==> config.mk <==
export PLATFORM = sky130hd
export DESIGN_NAME = unidad_logica_seq
export DESIGN_NICKNAME = d
export VERILOG_FILES = /design/src/rtl/unidad_logica_seq.sv
export SDC_FILE = /design/constraint.sdc
export NUM_CORES = 1
export LEC_CHECK = 0
export ABC_AREA = 1
export BUFFER_PORTS_ARGS = -buffer_cell sky130_fd_sc_hd__buf_2
export CAP_MARGIN = 20
export CORE_UTILIZATION = 49
export CTS_BUF_LIST = sky130_fd_sc_hd__clkbuf_4 sky130_fd_sc_hd__clkbuf_8
export CTS_CLUSTER_DIAMETER = 50
export CTS_CLUSTER_SIZE = 20
export DETAILED_ROUTE_END_ITERATION = 10
export GPL_TIMING_DRIVEN = 0
export PLACE_DENSITY = 0.87
export SYNTH_ARGS = -nofsm -noshare
export SYNTH_HDL_FRONTEND = slang
export SYNTH_SLANG_ARGS = --single-unit
==> constraint.sdc <==
create_clock -name clk -period 1.35 [get_ports clk]
set_input_delay 0.0675 -clock clk [delete_from_list [all_inputs] [get_ports clk]]
set_output_delay 0.0675 -clock clk [all_outputs]
set_load 0.05 [all_outputs]
==> src/rtl/unidad_logica_seq.sv <==
// unidad_logica_seq: registered one-hot logic unit with a valid/ready output stage
// and a saturating count of legal operations.
module unidad_logica_seq #(
  parameter int WIDTH = 8,
  parameter int CNT_W = 8
) (
  input  logic             clk,
  input  logic             rst_n,
  input  logic             in_valid,
  output logic             in_ready,
  input  logic [3:0]       op_onehot,
  input  logic [WIDTH-1:0] op_a,
  input  logic [WIDTH-1:0] op_b,
  output logic             out_valid,
  input  logic             out_ready,
  output logic [WIDTH-1:0] result,
  output logic             zero,
  output logic             op_err,
  output logic [CNT_W-1:0] op_count,
  input  logic             clr_count
);
  typedef enum logic {EMPTY, FULL} state_t;
  state_t state_q;
  logic [WIDTH-1:0] result_q, result_d;
  logic [CNT_W-1:0] cnt_q, cnt_d;
  logic zero_q, err_q, legal, xfer;
  assign in_ready = (state_q == EMPTY) || out_ready;
  always_comb begin
    legal = (op_onehot != 4'b0) && ((op_onehot & (op_onehot - 4'd1)) == 4'b0);
    result_d = !legal ? '0 :
               op_onehot[0] ? op_a & op_b :
               op_onehot[1] ? op_a | op_b :
               op_onehot[2] ? ~(op_a & op_b) : op_a ^ op_b;
    xfer = in_valid && in_ready;
    // clear wins over a coincident increment; the count sticks at all-ones
    cnt_d = clr_count ? '0 : (xfer && legal && !(&cnt_q)) ? cnt_q + 1'b1 : cnt_q;
  end
  always_ff @(posedge clk or negedge rst_n) begin
    if (!rst_n) begin
      state_q  <= EMPTY;
      result_q <= '0;
      zero_q   <= 1'b0;
      err_q    <= 1'b0;
      cnt_q    <= '0;
    end else begin
      cnt_q <= cnt_d;
      if (xfer) begin
        state_q  <= FULL;
        result_q <= result_d;
        zero_q   <= (result_d == '0);
        err_q    <= !legal;
      end else if (out_ready) begin
        state_q <= EMPTY;
      end
    end
  end
  assign out_valid = (state_q == FULL);
  assign result    = result_q;
  assign zero      = zero_q;
  assign op_err    = err_q;
  assign op_count  = cnt_q;
endmodule

==> qor.yml <==
cts_buffer_depth: 2
utilization: 0.660
fmax_mhz: 723
relSlewSlack: 0.722
port_buffers: 43
violations: "setup timing"
synth_xor_area_frac: 0.0110
cts_buffers: 3
die_w_um: 59.0
syn_nets: 263
clock-sinks: 19
syn_area_mm2: 0.00159
post_drt_via_cell_ratio: 4.80
final_nets: 321
critPathMaxStageDelay_ns: 0.41
hpwl_um: 2500
pin_count: 45
clock_power_share: 0.195
first_iter_violations: 55
peakVddDrop_uv: 621
tritoncts: "done"
crit_chain: "ha_4 > nand2_2 > inv_2 > nand2_4 > nor3_4 > nor2_8 > clkinv_4 > nand2_8 > nand2_2 > o21ai_2"
start_util: 0.518
hold_viol: 0
crit_fanout: 8
fin_worst_skew_ns: 0.00315
finalSetupTns_ns: -0.0831
cts_root_buf: "clkbuf_4"
worstPathArrival_ns: 1.57
final_common_cell: "nand2_1"
sequentialPowerShare: 0.418
rsz0062_at_grt: "yes"
antenna_found_initial: 0
worstSkewPairLatency_ns: 0.30
synth_compound_area_frac: 0.104
fin_area_mm2: 0.00203
fill_cells: 288
syn_to_final_growth_pct: 27.5
grt_usage: 0.213
ys_ff_latch: 19
htree_levels: 1
leakage_nw: 1.19
crit_required_ns: 1.54
min_period_ns: 1.38
p_int_w: 0.000937
worst_slew_pin_slew_ns: 0.417
path_common_cell: "nand2_2"
grt_pass1_wl_um: 5730
drive_gt1_frac: 0.360
p_sw_frac: 0.398
slew_violations: 0
seq_area_um2: 483
path_clk_slew_ns: 0.10
final-setup-viol-count: 5
max_cap_violations: 0
synth_cells: 221
endpoint_kind: "flop"
p_per_area_mw_per_mm2: 767
antenna_cells: 0
startpoint_type: "flop"
most-common-layout-cells: "nand2_1 (48), buf_2 (45), nor2_1 (32), inv_1 (29), ha_1 (16)"
vias: 1545
drc_errors: 0
yosysUniqueCellTypes: 30
yosys_warnings: 0
drtAntennaViolNets: 0
fin_crit_sh: 1.02
avgSynthCellArea_um2: 7.21
fin_ws_ns: -0.0323
synthMuxAreaShare: 0
synth_top_family_by_area: "simple AND/OR/NAND/NOR gates"
dr.pass1.iters: 4
hold_path.class: "in2reg"
dieArea_mm2: 0.00349
coreArea_mm2: 0.00308
postPlaceCellArea_mm2: 0.00191
synth-adder-area-share: 0.133
row_count: 20
path_class: "reg2reg"
grt_max_degree: 20
dieHeight_um: 59.0
multi_input_area_um2: 992
place.gp.congestion: 0.850
seq_area_frac_synth: 0.298
pwr-share-comb: 0.387
wl_per_cell_um: 10.4
grt_overflow_total: 0
p_switching_w: 0.000621
grt_pass1_vias: 1437
cp_slowest_cell: "dfrtp_2"
synthSimpleGateAreaFrac: 0.343
status: "finished, violations left"
drt_wl_total_um: 3360
-- power groups by stage --
stage	Combinational, W	Clock (W)	Sequential, W
final	0.000603	0.000303	0.000651
after global routing	0.000664	0.000340	0.000657
after CTS	0.000603	0.000308	0.000650
after detailed placement	0.000583	0	0.000663
after global placement	0.000573	0	0.000661
after floorplan	0.000260	0	0.000829
-- kinds of logic after synthesis --
| logic type | after synthesis |
|---|---|
| flops | 19 |
| compound gates | 28 |
| simple gates | 114 |
| xor+xnor | 2 |
| buf+inv | 41 |
| fa+ha+maj | 17 |
-- timing repair --
item / 4_1_cts / 5_1_grt
pin swaps: 5 / 0
gates resized for setup: 0 / 4
hold buffers: 1 / 0
hold endpoints to repair: 19 / 0
setup buffers: 7 / 2
cloned: 0 / 0
endpoints found under the setup margin: 8 / 9
-- state kept, by name, indices dropped and copies added, names as in the netlist --
name	flops
op_err	1
result	8
op_count	8
zero	1
out_valid	1
-- synthesized netlist by cell type, drive strengths merged --
master / instances / area (um^2)
a21oi: 7 / 38.8
buf: 3 / 21.3
clkbuf: 1 / 3.75
clkinv: 2 / 12.5
dfrtp: 19 / 475
ha: 17 / 213
inv: 35 / 139
nand2: 64 / 314
nand3: 10 / 50.1
nand4: 1 / 6.26
nor2: 34 / 144
nor3: 3 / 20.0
o211ai: 2 / 15.0
o21a: 2 / 15.0
o21ai: 17 / 96.3
or2: 2 / 12.5
xor2: 2 / 17.5
-- cell type report --
class,instances,share of cell area
multi-input cells,161,0.488
flip-flops and latches,19,0.238
repair buffers,53,0.144
inverters,37,0.0751
well taps,44,0.0271
clock buffers,4,0.0148
plain buffers,4,0.0129
-- path summary, 6_finish.rpt --
kind,startpoint,end,slack (ns),cells after the start
setup / recovery,op_count[0]$_DFFE_PN0P_,op_count[5]$_DFFE_PN0P_,-0.03,10
setup reg to reg,op_count[0]$_DFFE_PN0P_,op_count[5]$_DFFE_PN0P_,-0.03,10
hold / removal,clr_count,op_count[4]$_DFFE_PN0P_,0.04,4
max in group asynchronous,rst_n,out_valid$_DFFE_PN0P_,0.80,2
min in group asynchronous,rst_n,op_count[4]$_DFFE_PN0P_,0.23,2
hold reg to reg,result[2]$_DFFE_PN0P_,result[2]$_DFFE_PN0P_,0.49,2
-- critical path, delay by kind of cell (launching register included) --
family	cells	cell delay [ns]
compound gates	1	0.04
fa+ha+maj	1	0.14
buf+inv	2	0.15
flops	1	0.41
simple gates	6	0.53
-- routing by layer --
layer	GRT usage	vias to the layer above	part of all wire
li1	-	798	-
met1	0.271	706	0.48
met2	0.360	37	0.48
met3	0.0524	4	0.039
met4	0.0544	0	0.0089
met5	0	-	0
-- metrics by stage --
step	std cells	power (W)	hold WS, ns	worst slack [ns]
detailed placement	308	0.00125	0.0219	-0.126
CTS	320	0.00156	0.0218	-0.0354
global route	322	0.00166	0.0292	-0.116
finish	322	0.00156	0.0378	-0.0323
floorplan	221	0.00109	-0.228	-0.277
global placement	308	0.00123	0.0194	-0.109
(Power assumes the default switching activity.)
